===== config.mk =====
export PLATFORM = sky130hd
export DESIGN_NAME = spi_trace_tx_sched_flat
export DESIGN_NICKNAME = d
export VERILOG_FILES = /design/src/rtl/spi_trace_pkg.sv /design/src/rtl/spi_trace_tx_sched_if.sv /design/src/rtl/spi_trace_tx_sched_hex_ascii.sv /design/src/rtl/spi_trace_tx_sched.sv /design/src/flat_wrapper.sv
export SDC_FILE = /design/constraint.sdc
export NUM_CORES = 1
export LEC_CHECK = 0
export BUFFER_PORTS_ARGS = -buffer_cell sky130_fd_sc_hd__clkbuf_2
export CAP_MARGIN = 15
export CORE_UTILIZATION = 54
export CTS_CLUSTER_SIZE = 30
export DETAILED_ROUTE_END_ITERATION = 16
export PLACE_DENSITY = 0.8
export SKIP_CTS_REPAIR_TIMING = 1
export SLEW_MARGIN = 20
export SYNTH_ARGS = -nofsm -noshare
export SYNTH_HDL_FRONTEND = slang
export SYNTH_SLANG_ARGS = --single-unit

===== constraint.sdc =====
create_clock -name clk -period 2.31 [get_ports clk]
set_input_delay 0.693 -clock clk [delete_from_list [all_inputs] [get_ports clk]]
set_output_delay 0.693 -clock clk [all_outputs]
set_load 0.05 [all_outputs]

===== src/rtl/spi_trace_pkg.sv =====
// Shared types and ASCII constants for the SPI trace transmit scheduler.
// Holds the character FSM enum, the per-character sub-phase enum and constants.
package spi_trace_pkg;

    typedef enum logic [2:0] {
        IDLE,
        TAG,
        HI,
        LO,
        SEP,
        CR,
        LF
    } state_t;

    typedef enum logic [1:0] {
        PULSE,
        ACK,
        DRAIN
    } phase_t;

    localparam logic [7:0] ASCII_CR      = 8'h0D;
    localparam logic [7:0] ASCII_LF      = 8'h0A;
    localparam logic [7:0] ASCII_GT      = 8'h3E;
    localparam logic [7:0] ASCII_LT      = 8'h3C;
    localparam logic [7:0] ASCII_ZERO    = 8'h30;
    localparam logic [7:0] ASCII_HEX_OFS = 8'h37;

endpackage


===== src/rtl/spi_trace_tx_sched_if.sv =====
// Bundle of the two source byte handshakes and the UART transmitter link.
// master: scheduler side (drives readies, tx_start/tx_data, idle, last_src).
interface spi_trace_tx_sched_if;

    logic       a_valid;
    logic [7:0] a_data;
    logic       a_ready;
    logic       b_valid;
    logic [7:0] b_data;
    logic       b_ready;
    logic       tx_start;
    logic [7:0] tx_data;
    logic       tx_busy;
    logic       idle;
    logic       last_src;

    modport master (
        input  a_valid, a_data, b_valid, b_data, tx_busy,
        output a_ready, b_ready, tx_start, tx_data, idle, last_src
    );

    modport slave (
        output a_valid, a_data, b_valid, b_data, tx_busy,
        input  a_ready, b_ready, tx_start, tx_data, idle, last_src
    );

endinterface


===== src/rtl/spi_trace_tx_sched_hex_ascii.sv =====
// Combinational nibble to uppercase ASCII hex digit.
// Ports: nib (4-bit value in), chr (ASCII character out).
module hex_ascii
    import spi_trace_pkg::*;
(
    input  logic [3:0] nib,
    output logic [7:0] chr
);

    assign chr = (nib < 4'd10) ? (ASCII_ZERO + {4'd0, nib})
                               : (ASCII_HEX_OFS + {4'd0, nib});

endmodule


===== src/rtl/spi_trace_tx_sched.sv =====
// Round-robin scheduler turning MOSI/MISO trace bytes into ASCII hex for a UART.
// Ports: clk, nrst (async active-low), bus (spi_trace_tx_sched_if.master).
// Define SPI_TRACE_TAG_EN to prefix each byte with '>' (A) or '<' (B).
module spi_trace_tx_sched
    import spi_trace_pkg::*;
#(
    parameter logic [7:0]  SEP_CHAR   = 8'h20,
    parameter int unsigned LINE_BYTES = 16
) (
    input  logic                        clk,
    input  logic                        nrst,
    spi_trace_tx_sched_if.master        bus
);

`ifdef SPI_TRACE_TAG_EN
    localparam state_t FIRST_STATE = TAG;
`else
    localparam state_t FIRST_STATE = HI;
`endif

    localparam logic [8:0] LB9 = 9'(LINE_BYTES);

    state_t     state_q, state_d;
    phase_t     phase_q, phase_d;
    logic [7:0] data_q, data_d;
    logic       last_q, last_d;
    logic [7:0] cnt_q, cnt_d;

    logic       in_idle;
    logic       grant_a, grant_b;
    logic       a_rdy, b_rdy;
    logic       start;
    logic       char_done;
    logic       line_end;
    logic [8:0] cnt_inc;
    logic [7:0] hi_chr, lo_chr;
    logic [7:0] ch;

    hex_ascii u_hi (.nib(data_q[7:4]), .chr(hi_chr));
    hex_ascii u_lo (.nib(data_q[3:0]), .chr(lo_chr));

    assign in_idle = (state_q == IDLE);

    // Contention goes to the source that did not win last time.
    assign grant_a = bus.a_valid && (!bus.b_valid || last_q);
    assign grant_b = bus.b_valid && (!bus.a_valid || !last_q);

    // nrst gates the readies so nothing looks acceptable while held in reset.
    assign a_rdy = nrst && in_idle && grant_a;
    assign b_rdy = nrst && in_idle && grant_b;

    assign cnt_inc  = {1'b0, cnt_q} + 9'd1;
    assign line_end = (LB9 != 9'd0) && (cnt_inc == LB9);

    always_comb begin
        ch = 8'h00;
        unique case (state_q)
            IDLE: ch = 8'h00;
`ifdef SPI_TRACE_TAG_EN
            TAG:  ch = last_q ? ASCII_LT : ASCII_GT;
`else
            TAG:  ch = 8'h00;
`endif
            HI:   ch = hi_chr;
            LO:   ch = lo_chr;
            SEP:  ch = SEP_CHAR;
            CR:   ch = ASCII_CR;
            LF:   ch = ASCII_LF;
            default: ch = 8'h00;
        endcase
    end

    always_comb begin
        state_d   = state_q;
        phase_d   = phase_q;
        data_d    = data_q;
        last_d    = last_q;
        cnt_d     = cnt_q;
        start     = 1'b0;
        char_done = 1'b0;

        if (in_idle) begin
            if (a_rdy || b_rdy) begin
                data_d  = a_rdy ? bus.a_data : bus.b_data;
                last_d  = b_rdy;
                state_d = FIRST_STATE;
                phase_d = PULSE;
            end
        end else begin
            unique case (phase_q)
                PULSE: begin
                    if (!bus.tx_busy) begin
                        start   = 1'b1;
                        phase_d = ACK;
                    end
                end
                ACK: begin
                    if (bus.tx_busy) begin
                        phase_d = DRAIN;
                    end
                end
                DRAIN: begin
                    if (!bus.tx_busy) begin
                        char_done = 1'b1;
                        phase_d   = PULSE;
                    end
                end
                default: phase_d = PULSE;
            endcase
        end

        if (char_done) begin
            unique case (state_q)
                TAG: state_d = HI;
                HI:  state_d = LO;
                LO:  state_d = line_end ? CR : SEP;
                SEP: begin
                    state_d = IDLE;
                    // Saturate so a disabled line length cannot wrap.
                    cnt_d = (cnt_q == 8'hFF) ? cnt_q : cnt_inc[7:0];
                end
                CR:  state_d = LF;
                LF: begin
                    state_d = IDLE;
                    cnt_d   = 8'd0;
                end
                default: state_d = IDLE;
            endcase
        end
    end

    always_ff @(posedge clk or negedge nrst) begin
        if (!nrst) begin
            state_q <= IDLE;
            phase_q <= PULSE;
            data_q  <= 8'h00;
            last_q  <= 1'b1;
            cnt_q   <= 8'd0;
        end else begin
            state_q <= state_d;
            phase_q <= phase_d;
            data_q  <= data_d;
            last_q  <= last_d;
            cnt_q   <= cnt_d;
        end
    end

    assign bus.a_ready  = a_rdy;
    assign bus.b_ready  = b_rdy;
    assign bus.tx_start = start;
    assign bus.tx_data  = ch;
    assign bus.idle     = in_idle;
    assign bus.last_src = last_q;

endmodule


===== src/flat_wrapper.sv =====
// flat-port wrapper written by rule: the top's interface ports become plain ports
module spi_trace_tx_sched_flat import spi_trace_pkg::*;
#(
    parameter logic [7:0]  SEP_CHAR   = 8'h20,
    parameter int unsigned LINE_BYTES = 16
)
  (clk, nrst, bus_a_valid, bus_a_data, bus_b_valid, bus_b_data, bus_tx_busy, bus_a_ready, bus_b_ready, bus_tx_start, bus_tx_data, bus_idle, bus_last_src);
  spi_trace_tx_sched_if bus_i ();
  input  logic clk;
  input  logic nrst;
  input wire logic [$bits(bus_i.a_valid)-1:0] bus_a_valid;
  input wire logic [$bits(bus_i.a_data)-1:0] bus_a_data;
  input wire logic [$bits(bus_i.b_valid)-1:0] bus_b_valid;
  input wire logic [$bits(bus_i.b_data)-1:0] bus_b_data;
  input wire logic [$bits(bus_i.tx_busy)-1:0] bus_tx_busy;
  output wire logic [$bits(bus_i.a_ready)-1:0] bus_a_ready;
  output wire logic [$bits(bus_i.b_ready)-1:0] bus_b_ready;
  output wire logic [$bits(bus_i.tx_start)-1:0] bus_tx_start;
  output wire logic [$bits(bus_i.tx_data)-1:0] bus_tx_data;
  output wire logic [$bits(bus_i.idle)-1:0] bus_idle;
  output wire logic [$bits(bus_i.last_src)-1:0] bus_last_src;
  assign bus_i.a_valid = bus_a_valid;
  assign bus_i.a_data = bus_a_data;
  assign bus_i.b_valid = bus_b_valid;
  assign bus_i.b_data = bus_b_data;
  assign bus_i.tx_busy = bus_tx_busy;
  assign bus_a_ready = bus_i.a_ready;
  assign bus_b_ready = bus_i.b_ready;
  assign bus_tx_start = bus_i.tx_start;
  assign bus_tx_data = bus_i.tx_data;
  assign bus_idle = bus_i.idle;
  assign bus_last_src = bus_i.last_src;
  spi_trace_tx_sched #(.SEP_CHAR(SEP_CHAR), .LINE_BYTES(LINE_BYTES)) u_core (.clk(clk), .nrst(nrst), .bus(bus_i));
endmodule

Word-level counts from Yosys, hierarchy flattened

Cells that the tools add are included.

Input bits: 21
Memories: 0
Bits in writable memories: 0
Bits in latches: 0
Output and inout port bits: 13
Logic and storage cells: 69
Bits in read-only memories: 0
Bits in registers: 22

$lt $le $gt $ge: 2
Bitwise gates (word level): 0
Reduce and logical (&&, ||, !) cells: 20
Div/mod/pow operators: 0
Add/subtract/negate cells: 5
Multiplexer cells: 22
Equality and inequality tests: 15
Multipliers: 0
Shift operators: 0

Operator list:

| cell                  | count |
|---|---|
| $pmux W7 S5           | 1 |
| $add A6 B4 Y7 const A | 4 |
| $mux W8               | 2 |
| $pmux W8 S2           | 1 |
| $mux W7               | 2 |
| $pmux W3 S4           | 1 |
| $mux W2               | 5 |
| $add A8 B1 Y9 const B | 1 |
| $eq A3 B3 Y1 const B  | 3 |
| $eq A9 B5 Y1 const B  | 1 |
| $mux W3               | 3 |
| $ne A3 B2 Y1 const B  | 3 |
| $eq A8 B8 Y1 const B  | 1 |
| $lt A4 B4 Y1 const B  | 2 |
| $eq A3 B2 Y1 const B  | 2 |
| $mux W1               | 6 |
| $pmux W2 S3           | 1 |
| $reduce_bool A2 Y1    | 3 |
| $logic_and A1 B1 Y1   | 5 |
| $ne A2 B2 Y1 const B  | 2 |
| $reduce_and A2 Y1     | 2 |
| $reduce_and A4 Y1     | 1 |
| $eq A3 B1 Y1 const B  | 1 |
| $logic_not A1 Y1      | 3 |
| other kinds (6)       | 8 |

Depth between registers and ports, before layout

Gate-level depths: netlist of run 1.

Word-level depth: 8
Gate-level depth with buffers: 7
Mapped depth without buffers: 7

By module

A second synthesis of run 1 with hierarchy kept.

Cell total of the unflattened synthesis: 201
Area total of the unflattened synthesis: 1659.1 um2

Modules (own cells, without submodules):

| module             | cells each | times used | area an instance (um2) | sequential area each (um2) |
|---|---|---|---|---|
| spi_trace_tx_sched | 169        | 1          | 1448.9                 | 551.8 |
| hex_ascii          | 16         | 2          | 105.1                  | 0.0 |

Worst setup path before layout of run 1

Ideal clock, no wire load.

Path type: input -> output
Start: input port bus_tx_busy
End: output port bus_tx_start
Slack: -0.631 ns
Stages: 1
Data arrival time: 2.248 ns
Buffers on the path: 0
Data required time: 1.617 ns
Cell sequence: nor4_1

Word-level cells in the longest chain between the ends: 3

Ends and longest elaborated chain:

| element            | line                     | RTL |
|---|---|---|
| start: declaration | flat_wrapper.sv:15       | `input wire logic [$bits(bus_i.tx_busy)-1:0] bus_tx_busy;` |
| $mux W1            | spi_trace_tx_sched.sv:92 | `if (!bus.tx_busy) begin` |
| $mux W1            | spi_trace_tx_sched.sv:90 | `unique case (phase_q)` |
| $mux W1            | spi_trace_tx_sched.sv:82 | `if (in_idle) begin` |
| end: declaration   | flat_wrapper.sv:18       | `output wire logic [$bits(bus_i.tx_start)-1:0] bus_tx_start;` |

No other way between the ends.

Worst setup path after layout of run 1

Start: register u_core.data_q[2]
End: output port bus_tx_data[3]

Word-level cells in the longest chain between the ends: 3
Elaborated cells on any way between the ends: 5
Those cells by class: add/sub (2); order compare (1); mux (2)

Ends and longest elaborated chain:

| element                                     | line                               | RTL |
|---|---|---|
| start: declaration                          | spi_trace_tx_sched.sv:25           | `logic [7:0] data_q, data_d;` |
| start signal: assignment                    | spi_trace_tx_sched.sv:142          | `data_q <= data_d;` |
| $add A6 B4 Y7, or another cell as far along | spi_trace_tx_sched_hex_ascii.sv:11 | `: (ASCII_HEX_OFS + {4'd0, nib});` |
| $mux W7 (*)                                 | spi_trace_tx_sched_hex_ascii.sv:10 | `assign chr = (nib < 4'd10) ? (ASCII_ZERO + {4'd0, nib})` |
| $pmux W7 S5 (*)                             | spi_trace_tx_sched.sv:57           | `unique case (state_q)` |
| end: declaration                            | flat_wrapper.sv:19                 | `output wire logic [$bits(bus_i.tx_data)-1:0] bus_tx_data;` |

Every way passes the cells marked *; elsewhere a longest branch is shown, timed or not.

==> summary.txt, run 1 <==
Status
  – Outcome: finished with violations
  – Violated checks: setup timing

Yosys
  – Synth Area in Compound Gates: 0.303
  – Most common flop cell mapped by yosys: dfrtp_1
  – Simple-Gate Fraction of Synth Area: 0.204
  – Gate Count Post-Synth: 182
  – Synthesized area: 1560 um2
  – Register area share after synthesis: 0.353
  – Synth Warn #: 0
  – Synth Area per Inst: 8.59 um2
  – Netlist cell types: 44
  – FF+latch count, synth: 22
  – Post-synth EDFFs: 0
  – Mux cell area share after synthesis: 0
  – Adder-Cell Fraction of Synth Area: 0.0240
  – Xor and xnor area share after synthesis: 0.0280
  – Post-Syn Nets: 206
  – Largest family of logic cells by synthesized area: compound AO/OA/AOI/OAI gates
  – FFs w/ async S/R, synth: 1.00

GRT
  – Number of global-route vias before repair: 1361
  – Total grt overflow: 0
  – First-pass GRT wire length: 6110 um
  – Gr usage total: 0.248
  – Largest net degree at the start of global routing: 21
  – Initial antenna violation count: 0

Timing
  – Fin crit share: 1.08
  – RSZ-0062 raised after global routing: yes
  – Fmax: 0.402 GHz
  – Final setup margin: -0.179 ns
  – Final Max Tran Viols: 0
  – Setup TNS: -0.527 ns
  – Worst-Margin Slew: 0.699 ns
  – Final hold vios: 0
  – Clock Skew: 0.00211 ns
  – Slew HR: 0.532
  – Tmin final: 2.49 ns
  – Setup Viol. Count Final: 7

Final layout
  – # diodes: 0
  – Fin cells: 257
  – Number of fill cells: 192
  – Commonest non-fill, non-tap cell in the layout: clkbuf_2
  – Commonest cells after routing, fill and taps aside: clkbuf_2 (22), buf_4 (18), nand2_1 (16)
  – Share of cells above drive strength 1: 0.438
  – Area Growth Syn to Fin: 32.5%
  – Nets: 251
  – Util after Layout: 0.751

Clock tree
  – CTS root buffer: clkbuf_4
  – Clk buf depth: 2
  – CTS tree: built
  – Clock Latency Late Sink: 0.32 ns
  – Clock-pin slew on the worst setup and hold paths: 0.13 ns
  – CTS Sinks: 22
  – CTS Buf Count: 3
  – H-tree Lvls: 1

Setup path
  – Largest fanout on the critical path: 7
  – Crit Path Class: flip-flop to output pin
  – Levels on crit path: 5
  – Worst path max stage delay: 0.50 ns
  – Crit path max-delay family: simple AND/OR/NAND/NOR gates
  – CP arrival: 1.80 ns
  – Worst Path Buf+Inv: 1
  – CP Launch Type: flip-flop
  – Endpoint class of the critical path: output pin
  – CP Cell Sequence: nor4_1 -> nand2_1 -> o41ai_2 -> a22o_1 -> clkbuf_4
  – FF-to-FF path depth: 6
  – Worst EP required: 1.62 ns
  – Critical-path top delay cell: dfrtp_2

Drt
  – Initial DRC count: 83
  – DR pass1 iterations: 4
  – # DRC: 0
  – Post-route ant nets: 0
  – Mean routed wirelength per cell: 16.5 um
  – Routed wire length: 4250 um
  – Vias per cell: 6.09
  – Via count: 1564

Power
  – PwrDens: 1470 nW/um2
  – Pleak: 0.883 nW
  – VDD IR max: 1900 uV

Floorplan
  – FP Rows: 19
  – Initial Util: 0.567
  – Die area: 3110 um2
  – Die width: 55.8 um
  – Die Y: 55.8 um
  – # IOs: 34
  – Core Region: 2760 um2

Place
  – Buffers on Ports: 32
  – Final Wtd Congestion: 0.886
  – Placed insts: 247
  – Place WS: 0.0410 ns
  – Final HPWL DP: 2830 um

Worst hold path
  – Min-Delay Path Class: input port to asynchronous set/reset pin

Run
  – Max-cap viol count: 0
==> metrics by stage <==
step | hold WS, ns | power, W | instance area [um2]
6_report | 0.332 | 0.00304 | 2070
5_1_grt | 0.329 | 0.00318 | 2070
4_1_cts | 0.310 | 0.00254 | 1860
3_5_place_dp | 0.519 | 0.00232 | 1830
3_3_place_gp | 0.492 | 0.00226 | 1830
2_1_floorplan | 0.397 | 0.00187 | 1600
==> layout make-up <==
class / count / area, um2 / area share
Multi-Input combinational cell: 136 / 995 / 0.480
Sequential cell: 22 / 559 / 0.270
Timing Repair Buffer: 52 / 389 / 0.188
Inverter: 12 / 52.6 / 0.0254
Tap cell: 31 / 38.8 / 0.0187
Clock buffer: 4 / 36.3 / 0.0175
==> where the power goes <==
| part | switching, W | leakage (nW) | internal, W | total [W] |
|---|---|---|---|---|
| clock | 0.000129 | 0.0210 | 0.0000965 | 0.000226 |
| sequential | 0.000225 | 0.264 | 0.000525 | 0.000750 |
| combinational | 0.00120 | 0.599 | 0.000861 | 0.00206 |
==> sequential cells by signal, indices dropped and copies added (netlist names) <==
name,flops
u_core.data_q,8
u_core.bus.last_src,1
u_core.cnt_q,8
u_core.state_q,3
u_core.phase_q,2
==> cell usage after synthesis, types with 3 or more instances <==
library cell  count  share of area
a21o_1            4          0.019
a21oi_1          17          0.054
and3_1            3          0.012
buf_4             3          0.014
buf_6             4          0.029
clkbuf_1          4         0.0096
dfrtp_1          21           0.34
ha_1              3          0.024
inv_1            12          0.029
nand2_1          16          0.038
nand2b_1          3          0.012
nand3_1           8          0.026
nor2_1           14          0.034
nor3_1            8          0.026
o21ai_0          16          0.051
o22ai_2           8          0.064
xnor2_1           3          0.017
==> worst paths after layout <==
path	start	to	slack, ns
setup reg to reg	u_core.cnt_q[0]	u_core.cnt_q[3]	0.30
hold / removal	nrst	u_core.phase_q[1]	0.33
hold reg to reg	u_core.bus.last_src	u_core.bus.last_src	0.55
min in group clk	u_core.bus.last_src	u_core.bus.last_src	0.55
max in group asynchronous	nrst	u_core.state_q[1]	1.66
setup / recovery	u_core.data_q[2]	bus_tx_data[3]	-0.18
==> routing by layer <==
metal,wire length (um),up-vias,track usage
li1,-,746,-
met1,1890,741,0.333
met2,2080,69,0.415
met3,215,8,0.0349
met4,60,0,0.0786
met5,0,-,0
==> logic make-up after synthesis <==
family          after synthesis
compound gates               65
xor+xnor                      5
fa+ha+maj                     3
buf+inv                      24
flops                        22
other cells                   1
simple gates                 62
(Power assumes the default switching activity.)
==> run 2: changes to the inputs <==
Settings changed: PLACE_DENSITY 0.8 to 0.9.
Clock period 2.31 ns to 2.65 ns, I/O delays scaled along.
==> summary.txt, run 2 (synthesis results as in run 1) <==
Drt
  – Initial DRC count: 40 (-52%)
  – DR pass1 iterations: 4 (unchanged)
  – Via count: 1422 (-9.1%)
  – # DRC: 0 (unchanged)
  – Post-route ant nets: 0 (unchanged)
  – Vias per cell: 5.83 (-4.2%)
  – Routed wire length: 3270 um (-23%)
  – Mean routed wirelength per cell: 13.4 um (-19%)

Clock tree
  – Clock-pin slew on the worst setup and hold paths: 0.11 ns (-0.02 ns)
  – CTS Sinks: 22 (unchanged)
  – H-tree Lvls: 1 (unchanged)
  – Clock Latency Late Sink: 0.30 ns (-0.02 ns)
  – CTS root buffer: clkbuf_4
  – CTS tree: built
  – Clk buf depth: 2 (unchanged)
  – CTS Buf Count: 3 (unchanged)

Final layout
  – # diodes: 0 (unchanged)
  – Util after Layout: 0.657 (-0.0944)
  – Commonest cells after routing, fill and taps aside: clkbuf_2 (28), dfrtp_1 (19), a21oi_1 (17)
  – Area Growth Syn to Fin: 15.9%
  – Fin cells: 244 (-5.1%)
  – Nets: 238 (-5.2%)
  – Commonest non-fill, non-tap cell in the layout: clkbuf_2
  – Share of cells above drive strength 1: 0.305 (-0.133)
  – Number of fill cells: 240 (+25%)
  – Largest registers: u_core.cnt_q: 8 flops, u_core.data_q: 8 flops, u_core.state_q: 3 flops

Floorplan
  – Die Y: 55.8 um (unchanged)
  – # IOs: 34 (unchanged)
  – Die area: 3110 um2 (unchanged)
  – Die width: 55.8 um (unchanged)
  – FP Rows: 19 (unchanged)
  – Initial Util: 0.567 (unchanged)
  – Core Region: 2760 um2 (unchanged)

Timing
  – Final hold vios: 0 (unchanged)
  – Final setup margin: 0.0582 ns (+0.237 ns)
  – Worst-Margin Slew: 0.680 ns (-0.0182 ns)
  – Fmax: 0.386 GHz
  – Setup Viol. Count Final: 0 (-7)
  – Final Max Tran Viols: 0 (unchanged)
  – Clock Skew: 0.00166 ns (-0.000444 ns)
  – Fin crit share: 0.978
  – RSZ-0062 raised after global routing: yes
  – Slew HR: 0.544 (+0.0122)
  – Tmin final: 2.59 ns

Setup path
  – CP Cell Sequence: inv_2 -> ha_1 -> nand2_1 -> nor3_1 -> a21oi_1 -> o21ai_1 -> a21o_1 -> buf_6
  – Worst path max stage delay: 0.43 ns (-0.07 ns)
  – Worst Path Buf+Inv: 2 (+1)
  – Largest fanout on the critical path: 4 (-3)
  – Crit path max-delay family: flip-flops
  – Critical-path top delay cell: dfrtp_1
  – Endpoint class of the critical path: output pin
  – Worst EP required: 1.86 ns (+0.24 ns)
  – CP Launch Type: flip-flop
  – CP arrival: 1.80 ns (about the same)
  – Crit Path Class: flip-flop to output pin

Place
  – Final HPWL DP: 2500 um (-12%)
  – Final Wtd Congestion: 0.828 (-6.6%)
  – Place WS: 0.219 ns (+0.178 ns)
  – Placed insts: 240 (-2.8%)
  – Buffers on Ports: 32 (unchanged)

GRT
  – Total grt overflow: 0 (unchanged)
  – Gr usage total: 0.221 (-0.0269)
  – Initial antenna violation count: 0 (unchanged)
  – Largest net degree at the start of global routing: 22 (+4.8%)
  – Number of global-route vias before repair: 1290 (-5.2%)
  – First-pass GRT wire length: 5480 um (-10%)

Power
  – VDD IR max: 882 uV (-54%)
  – Pleak: 0.794 nW (-10%)
  – PwrDens: 1180 nW/um2 (-20%)

Run
  – Max-cap viol count: 0 (unchanged)

Status
  – Outcome: finished clean

Worst hold path
  – Min-Delay Path Class: input port to asynchronous set/reset pin
[run 2: worst register-to-register path, stage by stage, from the launching register on]
cell and delay [ns]:
dfrtp_1 0.42, ha_1 0.25, nand3_1 0.23, o311ai_4 0.60
nor3_1 0.12, a21oi_1 0.14, o21ai_0 0.08
[run 2: area by class of cell]
type                       instances  area, um2  area share
sequential                        22        554       0.306
tap                               31       38.8      0.0214
timing repair buffer              39        228       0.126
clock buffer                       4       36.3      0.0200
multi-input combinational        136        901       0.498
inverter                          12       52.6      0.0290
[run 2: stage by stage]
stage	total power (W)	instance area [um2]	TNS, ns	hold WS, ns
4_1_cts	0.00206	1780	-0.133	0.495
6_report	0.00213	1810	0	0.506
5_1_grt	0.00228	1810	-0.102	0.474
2_1_floorplan	0.00160	1580	0	0.486
3_3_place_gp	0.00184	1750	0	0.501
3_5_place_dp	0.00187	1750	0	0.523
[run 2: report_power, final]
part           switching [W]  internal, W  leakage [nW]
clock network      0.0000967    0.0000838        0.0210
registers           0.000155     0.000452         0.267
logic               0.000887     0.000460         0.506
[run 2: per-layer routing]
layer  wire (um)  track usage
met2        1700        0.399
met3         126       0.0372
met1        1420        0.276
met5           0            0
met4          20       0.0500
[run 2: final timing paths]
kind,slack [ns],startpoint,endpoint,depth (start not counted)
max,0.06,u_core.data_q[1],bus_tx_data[2],8
min,0.51,nrst,u_core.bus.last_src,1
max reg2reg,0.71,u_core.cnt_q[0],u_core.cnt_q[3],6
min reg2reg,0.54,u_core.bus.last_src,u_core.bus.last_src,2
max in group asynchronous,1.85,nrst,u_core.state_q[2],2
min in group clk,0.54,u_core.bus.last_src,u_core.bus.last_src,2
